**config.mk**
```make
export PLATFORM = sky130hd
export DESIGN_NAME = sal_timing_cntr_bank_flat
export DESIGN_NICKNAME = d
export VERILOG_FILES = /design/src/rtl/sal_timing_cntr_bank_if.sv /design/src/rtl/sal_timing_cntr_bank.sv /design/src/flat_wrapper.sv
export SDC_FILE = /design/constraint.sdc
export NUM_CORES = 1
export LEC_CHECK = 0
export ABC_AREA = 1
export BUFFER_PORTS_ARGS = -buffer_cell sky130_fd_sc_hd__clkbuf_2
export CAP_MARGIN = 40
export CORE_ASPECT_RATIO = 0.9
export CORE_MARGIN = 8
export CORE_UTILIZATION = 32
export DETAILED_ROUTE_END_ITERATION = 10
export GPL_TIMING_DRIVEN = 0
export HOLD_SLACK_MARGIN = 0.12
export PLACE_DENSITY = 0.6
export SYNTH_ARGS = -nofsm -noshare
export SYNTH_HDL_FRONTEND = slang
export SYNTH_SLANG_ARGS = --single-unit
```
**constraint.sdc**
```tcl
create_clock -name clk -period 1.9 [get_ports clk]
set_input_delay 0.475 -clock clk [delete_from_list [all_inputs] [get_ports clk]]
set_output_delay 0.475 -clock clk [all_outputs]
set_load 0.01 [all_outputs]
```
**src/rtl/sal_timing_cntr_bank_if.sv**
```systemverilog
// rtl/sal_timing_cntr_bank_if.sv - load/status bundle for the DRAM timing counter bank
interface sal_timing_cntr_bank_if #(
  parameter int NUM_CNTR   = 8,
  parameter int CNTR_WIDTH = 6
);
  logic [NUM_CNTR-1:0]            load_vec_i;
  logic [NUM_CNTR*CNTR_WIDTH-1:0] load_val_i;
  logic                           load_all_i;
  logic [CNTR_WIDTH-1:0]          load_all_val_i;
  logic                           freeze_i;
  logic                           clr_i;
  logic [NUM_CNTR-1:0]            is_zero_o;
  logic [NUM_CNTR-1:0]            is_zero_n_o;
  logic                           all_zero_o;

  modport master (
    output load_vec_i, load_val_i, load_all_i, load_all_val_i, freeze_i, clr_i,
    input  is_zero_o, is_zero_n_o, all_zero_o
  );

  modport slave (
    input  load_vec_i, load_val_i, load_all_i, load_all_val_i, freeze_i, clr_i,
    output is_zero_o, is_zero_n_o, all_zero_o
  );
endinterface

```
**src/rtl/sal_timing_cntr_bank.sv**
```systemverilog
// rtl/sal_timing_cntr_bank.sv - bank of saturating down-counters enforcing DRAM timing constraints
// Optional SAL_TIMING_CNTR_BANK_MAXMERGE_EN: loads merge by max instead of overriding the count.
module sal_timing_cntr_bank #(
  parameter int NUM_CNTR   = 8,
  parameter int CNTR_WIDTH = 6
) (
  input  logic                   clk,
  input  logic                   rst_n,
  sal_timing_cntr_bank_if.slave  bus
);

  logic [CNTR_WIDTH-1:0] cntr_q [NUM_CNTR];
  logic [CNTR_WIDTH-1:0] cntr_d [NUM_CNTR];
  logic [NUM_CNTR-1:0]   is_zero_q;
  logic [NUM_CNTR-1:0]   is_zero_d;
  logic                  all_zero_q;
  logic                  all_zero_d;

  logic [CNTR_WIDTH-1:0] dec_v;
  logic [CNTR_WIDTH-1:0] own_v;
  logic [CNTR_WIDTH-1:0] cand_v;

  always_comb begin
    dec_v  = '0;
    own_v  = '0;
    cand_v = '0;
    for (int k = 0; k < NUM_CNTR; k++) begin
      if (bus.freeze_i || (cntr_q[k] == '0)) begin
        dec_v = cntr_q[k];
      end else begin
        dec_v = cntr_q[k] - CNTR_WIDTH'(1);
      end
      own_v = bus.load_val_i[k*CNTR_WIDTH +: CNTR_WIDTH];
`ifdef SAL_TIMING_CNTR_BANK_MAXMERGE_EN
      // Loads only ever extend an outstanding constraint.
      cand_v = dec_v;
      if (bus.load_vec_i[k] && (own_v > cand_v)) begin
        cand_v = own_v;
      end
      if (bus.load_all_i && (bus.load_all_val_i > cand_v)) begin
        cand_v = bus.load_all_val_i;
      end
`else
      if (bus.load_vec_i[k]) begin
        cand_v = own_v;
      end else if (bus.load_all_i) begin
        cand_v = bus.load_all_val_i;
      end else begin
        cand_v = dec_v;
      end
`endif
      if (bus.clr_i) begin
        cand_v = '0;
      end
      cntr_d[k]    = cand_v;
      is_zero_d[k] = (cand_v == '0);
    end
    all_zero_d = &is_zero_d;
  end

  always_ff @(posedge clk or negedge rst_n) begin
    if (!rst_n) begin
      for (int k = 0; k < NUM_CNTR; k++) begin
        cntr_q[k] <= '0;
      end
      is_zero_q  <= '1;
      all_zero_q <= 1'b1;
    end else begin
      for (int k = 0; k < NUM_CNTR; k++) begin
        cntr_q[k] <= cntr_d[k];
      end
      is_zero_q  <= is_zero_d;
      all_zero_q <= all_zero_d;
    end
  end

  assign bus.is_zero_o   = is_zero_q;
  assign bus.all_zero_o  = all_zero_q;
  // Counters read as zero throughout reset, whatever the load inputs are doing.
  assign bus.is_zero_n_o = rst_n ? is_zero_d : '1;

endmodule

```
**src/flat_wrapper.sv**
```systemverilog
// flat-port wrapper written by rule: the top's interface ports become plain ports
module sal_timing_cntr_bank_flat 
#(
  parameter int NUM_CNTR   = 8,
  parameter int CNTR_WIDTH = 6
)
  (clk, rst_n, bus_load_vec_i, bus_load_val_i, bus_load_all_i, bus_load_all_val_i, bus_freeze_i, bus_clr_i, bus_is_zero_o, bus_is_zero_n_o, bus_all_zero_o);
  sal_timing_cntr_bank_if #(.NUM_CNTR(NUM_CNTR), .CNTR_WIDTH(CNTR_WIDTH)) bus_i ();
  input  logic clk;
  input  logic rst_n;
  input wire logic [$bits(bus_i.load_vec_i)-1:0] bus_load_vec_i;
  input wire logic [$bits(bus_i.load_val_i)-1:0] bus_load_val_i;
  input wire logic [$bits(bus_i.load_all_i)-1:0] bus_load_all_i;
  input wire logic [$bits(bus_i.load_all_val_i)-1:0] bus_load_all_val_i;
  input wire logic [$bits(bus_i.freeze_i)-1:0] bus_freeze_i;
  input wire logic [$bits(bus_i.clr_i)-1:0] bus_clr_i;
  output wire logic [$bits(bus_i.is_zero_o)-1:0] bus_is_zero_o;
  output wire logic [$bits(bus_i.is_zero_n_o)-1:0] bus_is_zero_n_o;
  output wire logic [$bits(bus_i.all_zero_o)-1:0] bus_all_zero_o;
  assign bus_i.load_vec_i = bus_load_vec_i;
  assign bus_i.load_val_i = bus_load_val_i;
  assign bus_i.load_all_i = bus_load_all_i;
  assign bus_i.load_all_val_i = bus_load_all_val_i;
  assign bus_i.freeze_i = bus_freeze_i;
  assign bus_i.clr_i = bus_clr_i;
  assign bus_is_zero_o = bus_i.is_zero_o;
  assign bus_is_zero_n_o = bus_i.is_zero_n_o;
  assign bus_all_zero_o = bus_i.all_zero_o;
  sal_timing_cntr_bank #(.NUM_CNTR(NUM_CNTR), .CNTR_WIDTH(CNTR_WIDTH)) u_core (.clk(clk), .rst_n(rst_n), .bus(bus_i));
endmodule
```
==> results of run 1 <==
==> sequential cells by signal, indices dropped and copies added (netlist names) <==
register and flops:
u_core.bus.all_zero_o 1, u_core.bus.is_zero_o 8, u_core.cntr_q 48
==> timing repair <==
action	in CTS	in global routing
pin swaps	29	46
cloned	2	0
gates resized for setup	42	60
setup endpoints to repair	9	16
buffers inserted	38	21
==> cells by family (layout without fill, tap and decap cells) <==
kind of cell	Yosys count	after routing	share of synthesized area [%]
simple gates	548	550	49.9
buf+inv	164	315	14.2
flops	57	57	28.8
fa+ha+maj	16	16	4.01
compound gates	12	12	1.28
xor+xnor	10	10	1.75
==> routing by layer <==
| layer | GRT usage [%] | wire (um) |
|---|---|---|
| met1 | 21.2 | 7460 |
| met2 | 29.4 | 8200 |
| met3 | 4.45 | 1170 |
| met4 | 5.09 | 441 |
| met5 | 0 | 0 |
==> synthesized netlist by cell type <==
cell,instances
nand2_1,284
inv_1,130
nor2_1,116
nand3_1,71
dfrtp_1,48
ha_1,16
nand2_2,16
nand4_1,13
nor2_2,12
buf_4,10
dfstp_2,9
buf_2,8
nand2_4,8
o21ai_1,7
nand3_4,6
nor2_4,6
nor3_1,6
inv_2,5
xnor2_1,5
xor2_1,5
clkbuf_1,4
o21ai_0,4
nand3b_1,3
buf_6,2
nand3_2,2
or2_1,2
or2_2,2
buf_1,1
buf_12,1
clkbuf_8,1
dlygate4sd1_1,1
inv_4,1
nand4_4,1
o21ai_2,1
==> cell usage in the layout, fill, tap and decap left out, types with 3 or more instances in the layout <==
cell type	n
buf_2	12
buf_4	54
buf_6	14
clkbuf_1	4
clkbuf_16	9
clkbuf_2	74
clkinv_2	3
dfrtp_1	48
dfstp_2	9
ha_2	3
ha_4	12
inv_1	112
inv_2	20
inv_4	4
nand2_1	256
nand2_2	44
nand2_4	7
nand3_1	69
nand3_2	5
nand3_4	7
nand3b_1	3
nand4_1	13
nor2_1	107
nor2_2	16
nor2_4	11
nor3_1	3
nor3_2	3
o21ai_0	4
o21ai_1	7
xnor2_1	5
xor2_1	5
==> worst paths after layout <==
kind | startpoint | to | slack, ns | depth (start not counted)
max | u_core.cntr_q[36]$_DFF_PN0_ | bus_is_zero_n_o[1] | -0.67 | 15
min reg2reg | u_core.cntr_q[1]$_DFF_PN0_ | u_core.cntr_q[1]$_DFF_PN0_ | 0.71 | 6
max reg2reg | u_core.cntr_q[18]$_DFF_PN0_ | u_core.bus.all_zero_o$_DFF_PN1_ | -0.21 | 17
min in group clk | bus_load_val_i[10] | u_core.cntr_q[40]$_DFF_PN0_ | 0.47 | 5
min | rst_n | u_core.bus.is_zero_o[6]$_DFF_PN1_ | 0.17 | 1
max in group asynchronous | rst_n | u_core.bus.is_zero_o[4]$_DFF_PN1_ | 1.38 | 2
==> metrics by stage <==
step | hold slack (ns) | TNS (ns)
4_1_cts | 0.165 | -5.31
3_5_place_dp | 0.520 | -6.52
2_1_floorplan | 0.179 | -0.00545
5_1_grt | 0.168 | -6.45
3_3_place_gp | 0.657 | -12.61
6_report | 0.166 | -5.22
==> final cells by class <==
cell class                      count  area, um2
Buffer                             27        198
Clock buffer                       10        229
Clock inverter                      6       82.6
Fill cell                        1606       8540
Inverter                          136        520
Multi-Input combinational cell    588       3180
Sequential cell                    57       1440
Tap cell                          202        253
Timing Repair Buffer              136        891
==> where the power goes <==
group	internal [W]	total (W)	switching (W)
registers	0.00132	0.00142	0.000100
logic	0.000655	0.00156	0.000910
clock network	0.00114	0.00174	0.000601
total	0.00312	0.00473	0.00161
==> impl_metrics.csv, run 1 <==
group,metric,value,unit
global_route,grt_start_max_net_pins,55,
job,maxCapViolations,0,
synth,syn_area,5000,um2
global_route,antenna_found_initial,0,
clock_network,clock_path_buffers,2,
sta,skew,0.00651,ns
clock_network,clock-sinks,57,
critical_path,cp_max_fo,5,
clock_network,path_clk_slew,0.06,ns
floorplanning,ios,84,
floorplanning,fp.dieW,148,um
critical_path,start_kind,"flop",
finish,area_growth,36.0,%
synth,syn_inst,807,
synth,syn-num-nets,890,
sta,hold_viol,0,
synth,ys_warn_count,0,
run_status,violations,"setup timing",
critical_path,criticalPathCategory,"flop to primary output",
synth,ys_types,34,
synth,syn_area_per_cell,6.19,um2
routing,first_pass_iters,5,
floorplanning,core_area,15300,um2
floorplanning,dieHeight,135,um
sta,setup_viol,9,
run_status,status,"finished with violations",
sta,tightest_slew,0.726,ns
clock_network,htree_levels,3,
clock_network,hold_buffers,0,
worst_hold_path,holdCritPathClass,"primary input to async pin",
synth,synth_top_area_cell,"dfrtp_1",
placement,dp.cells,1092,
pwr,vdd_ir_drop_max,0.000437,V
finish,final_area,6790,um2
pwr,power_density,696,nW/um2
sta,maxClockFrequency,0.390,GHz
critical_path,cp_data_arrival_time,2.09,ns
placement,dpl_cell_area,5730,um2
critical_path,path_cells,"inv_4 -> ha_4 -> nand3_4 -> nand2_4 -> buf_4 -> nand2_1 -> nand3_1 -> nand2_1 -> nand2_1 -> nand2_1 -> nand2_1 -> nor2_2 -> nand2_2 -> nand2_1 -> buf_2",
floorplanning,die_area,19900,um2
pwr,cellLeakagePower,3.89,nW
routing,drt_iter0_drc,482,
pwr,power,0.00473,W
critical_path,cp.required,1.42,ns
finish,layout-drive-gt1-share,33.3,%
sta,layout_setup_ws,-0.666,ns
critical_path,crit_family,"simple AND/OR/NAND/NOR gates",
finish,fin_nets,1038,
routing,drc,0,
critical_path,cp_slowest_cell,"dfrtp_1",
finish,fin_cells,1162,
synth,ys_seq_elements,57,
placement,numPortBuffers,82,
critical_path,crit_top_cell,"nand2_1",
sta,rsz0062_at_grt,"yes",
synth,synth_top_area_share,24.0,%
finish,diodes,0,
critical_path,path_buf_inv,3,
placement,hpwl,11.5,mm
routing,wl,17.3,mm
synth,ys_seq_area_share,28.8,%
sta,fin_crit,2.57,ns
sta,slew_headroom,51.6,%
sta,maxSlewViolCount,0,
routing,wl_per_cell,14.9,um
critical_path,endpoint_kind,"primary output",
floorplanning,rows,43,
placement,gp_congestion,0.844,
clock_network,cts_buffers,9,
critical_path,worst_path_largest_cell_delay,0.42,ns
floorplanning,initial_core_util,32.6,%
routing,ant_nets,0,
synth,ys_top_cells_by_area,"dfrtp_1, nand2_1, inv_1, nor2_1, nand3_1",
sta,period_share,135,%
global_route,grt_remaining_overflow,0,
clock_network,ctsRootBufferMaster,"clkbuf_16",
global_route,grt_pass1_vias,5303,
global_route,track_usage,17.3,%
clock_network,tritoncts,"done",
clock_network,worstSkewPairLatency,0.33,ns
routing,vias,5358,
routing,via_per_inst,4.61,
placement,post-place-ws,-0.701,ns
finish,fin_util,44.3,%
global_route,grt_first_pass_wirelength,27.0,mm
No activity file was read; power rests on OpenSTA's default activity.
==> inputs of run 2 (changes only) <==
Settings changed: CORE_UTILIZATION 32 to 50, PLACE_DENSITY 0.6 to 0.83.
==> run 2 against run 1 <==
  * The run still ends with setup timing left
  * Power is 15% lower
  * Combinational power about the same
  * Sequential power hardly changed
  * Non-clock buffer count grew 2
  * Via count is 3.0% higher
  * Maximum frequency shrank 4.3%
  * Sequential share of layout area rose by 0.98 points
  * Core utilization up 23 points
==> impl_metrics.csv, run 2 (synthesis results as in run 1) <==
group,metric,value,unit
run_status,status,"finished with violations",
run_status,violations,"setup timing",
routing,drc,0,
critical_path,cp.required,1.42,ns
global_route,track_usage,23.5,%
finish,most-common-layout-cells,"nand2_1, inv_1, nor2_1",
floorplanning,rows,34,
pwr,cellLeakagePower,3.80,nW
global_route,grt_first_pass_wirelength,25.4,mm
sta,layout_setup_ws,-0.782,ns
critical_path,cp_data_arrival_time,2.21,ns
critical_path,r2r-end,"u_core.bus.all_zero_o$_DFF_PN1_",
finish,area_growth,30.2,%
critical_path,r2r_start,"u_core.cntr_q[36]$_DFF_PN0_",
finish,diodes,0,
pwr,vdd_ir_drop_max,0.000332,V
clock_network,tritoncts,"done",
sta,rsz0062_at_grt,"yes",
placement,post-place-ws,-0.627,ns
placement,dp.cells,1015,
floorplanning,ios,84,
critical_path,crit_top_cell,"nand2_1",
floorplanning,initial_core_util,51.5,%
floorplanning,dieHeight,111,um
finish,fin_cells,1088,
critical_path,endpoint_kind,"primary output",
placement,hpwl,10.3,mm
floorplanning,core_area,9700,um2
finish,fin_util,67.1,%
pwr,power,0.00401,W
critical_path,path_cells,"inv_2 -> ha_4 -> nand4_4 -> buf_6 -> nand3_1 -> nand2_1 -> nand3_1 -> nand2_1 -> nand2_1 -> nand2_1 -> nand2_1 -> nor2_1 -> nand2_2 -> nand2_2 -> buf_6",
finish,nFillCells,847,
job,maxCapViolations,0,
placement,gp_congestion,0.901,
sta,tightest_slew,0.847,ns
routing,wl,16.0,mm
clock_network,hold_buffers,0,
finish,layout-drive-gt1-share,33.5,%
routing,via_per_inst,5.07,
critical_path,r2r_setup_slack,-0.20,ns
routing,drt_iter0_drc,384,
sta,period_share,141,%
clock_network,clock-sinks,57,
clock_network,worstSkewPairLatency,0.36,ns
worst_hold_path,holdCritPathClass,"primary input to async pin",
critical_path,worst_path_largest_cell_delay,0.40,ns
sta,setup_viol,11,
critical_path,cp_max_fo,5,
critical_path,cp-endpoint,"bus_is_zero_n_o[7]",
sta,skew,0.0137,ns
global_route,grt_pass1_vias,5491,
clock_network,htree_levels,3,
routing,first_pass_iters,5,
sta,slew_headroom,43.5,%
routing,wl_per_cell,14.7,um
finish,final_common_cell,"nand2_1",
floorplanning,die_area,13500,um2
clock_network,cts_buffers,9,
placement,numPortBuffers,82,
routing,ant_nets,0,
sta,maxClockFrequency,0.373,GHz
global_route,antenna_found_initial,0,
clock_network,clock_path_buffers,2,
critical_path,reg2reg_depth,18,
floorplanning,fp.dieW,121,um
finish,top_register,"u_core.cntr_q",
finish,fin_nets,1040,
finish,largest_reg_flops,48,
routing,vias,5518,
sta,fin_crit,2.68,ns
global_route,grt_start_max_net_pins,59,
critical_path,criticalPathCategory,"flop to primary output",
critical_path,start_kind,"flop",
clock_network,path_clk_slew,0.08,ns
sta,maxSlewViolCount,0,
sta,hold_viol,0,
pwr,power_density,616,nW/um2
global_route,grt_remaining_overflow,0,
critical_path,cp_slowest_cell,"dfrtp_1",
critical_path,crit_start,"u_core.cntr_q[0]$_DFF_PN0_",
clock_network,ctsRootBufferMaster,"clkbuf_8",
## run 2: through the flow
| stage | setup TNS (ns) | area (um2) | hold WS, ns |
|---|---|---|---|
| detailed placement | -5.09 | 5600 | 0.655 |
| floorplan | -0.00545 | 5030 | 0.179 |
| finish | -5.45 | 6500 | 0.243 |
| CTS | -5.52 | 6270 | 0.266 |
| global route | -7.04 | 6500 | 0.306 |
| global placement | -6.93 | 5600 | 0.651 |
## run 2: worst min-delay path by stage
stage / startpoint / to / slack [ns]
after detailed placement: rst_n / u_core.cntr_q[25]$_DFF_PN0_ / 0.66
after CTS: rst_n / u_core.cntr_q[27]$_DFF_PN0_ / 0.27
after global placement: u_core.cntr_q[5]$_DFF_PN0_ / u_core.cntr_q[5]$_DFF_PN0_ / 0.65
after global routing: rst_n / u_core.cntr_q[28]$_DFF_PN0_ / 0.31
after floorplan: rst_n / u_core.cntr_q[0]$_DFF_PN0_ / 0.18
final: rst_n / u_core.cntr_q[26]$_DFF_PN0_ / 0.24
## run 2: critical path: cells and delay by family, from the launching register on
kind | cells | cell delay [ns]
simple gates | 11 | 0.87
buf+inv | 3 | 0.42
flops | 1 | 0.40
fa+ha+maj | 1 | 0.16
## run 2: what timing repair did
| action | CTS | global route |
|---|---|---|
| hold endpoints to repair | 0 | 0 |
| gates cloned | 2 | 0 |
| resized for setup | 35 | 54 |
| endpoints found under the setup margin | 9 | 13 |
| buffers inserted | 45 | 17 |
| pin swaps | 27 | 42 |
## run 2: layout make-up
cell class | count | area (um2) | share of cell area, %
buffer | 28 | 199 | 3.06
clock buffer | 10 | 128 | 1.96
clock inverter | 6 | 45.0 | 0.693
inverter | 136 | 515 | 7.93
multi-input combinational | 588 | 3140 | 48.3
sequential | 57 | 1440 | 22.1
tap | 126 | 158 | 2.42
timing repair buffer | 137 | 876 | 13.5
## run 2: power by group
| group | leakage, nW | internal (W) | switching, W | total, W |
|---|---|---|---|---|
| registers | 0.701 | 0.00132 | 0.0000973 | 0.00142 |
| logic | 3.02 | 0.000643 | 0.000897 | 0.00154 |
| clock network | 0.0785 | 0.000474 | 0.000574 | 0.00105 |
| total | 3.80 | 0.00244 | 0.00157 | 0.00401 |
## run 2: layer usage
metal / part of all wire [%] / vias up / global-route usage, %
li1: - / 2721 / -
met1: 41 / 2495 / 27.8
met2: 47 / 255 / 38.4
met3: 9.6 / 47 / 6.98
met4: 2.7 / 0 / 10.3
met5: 0 / - / 0
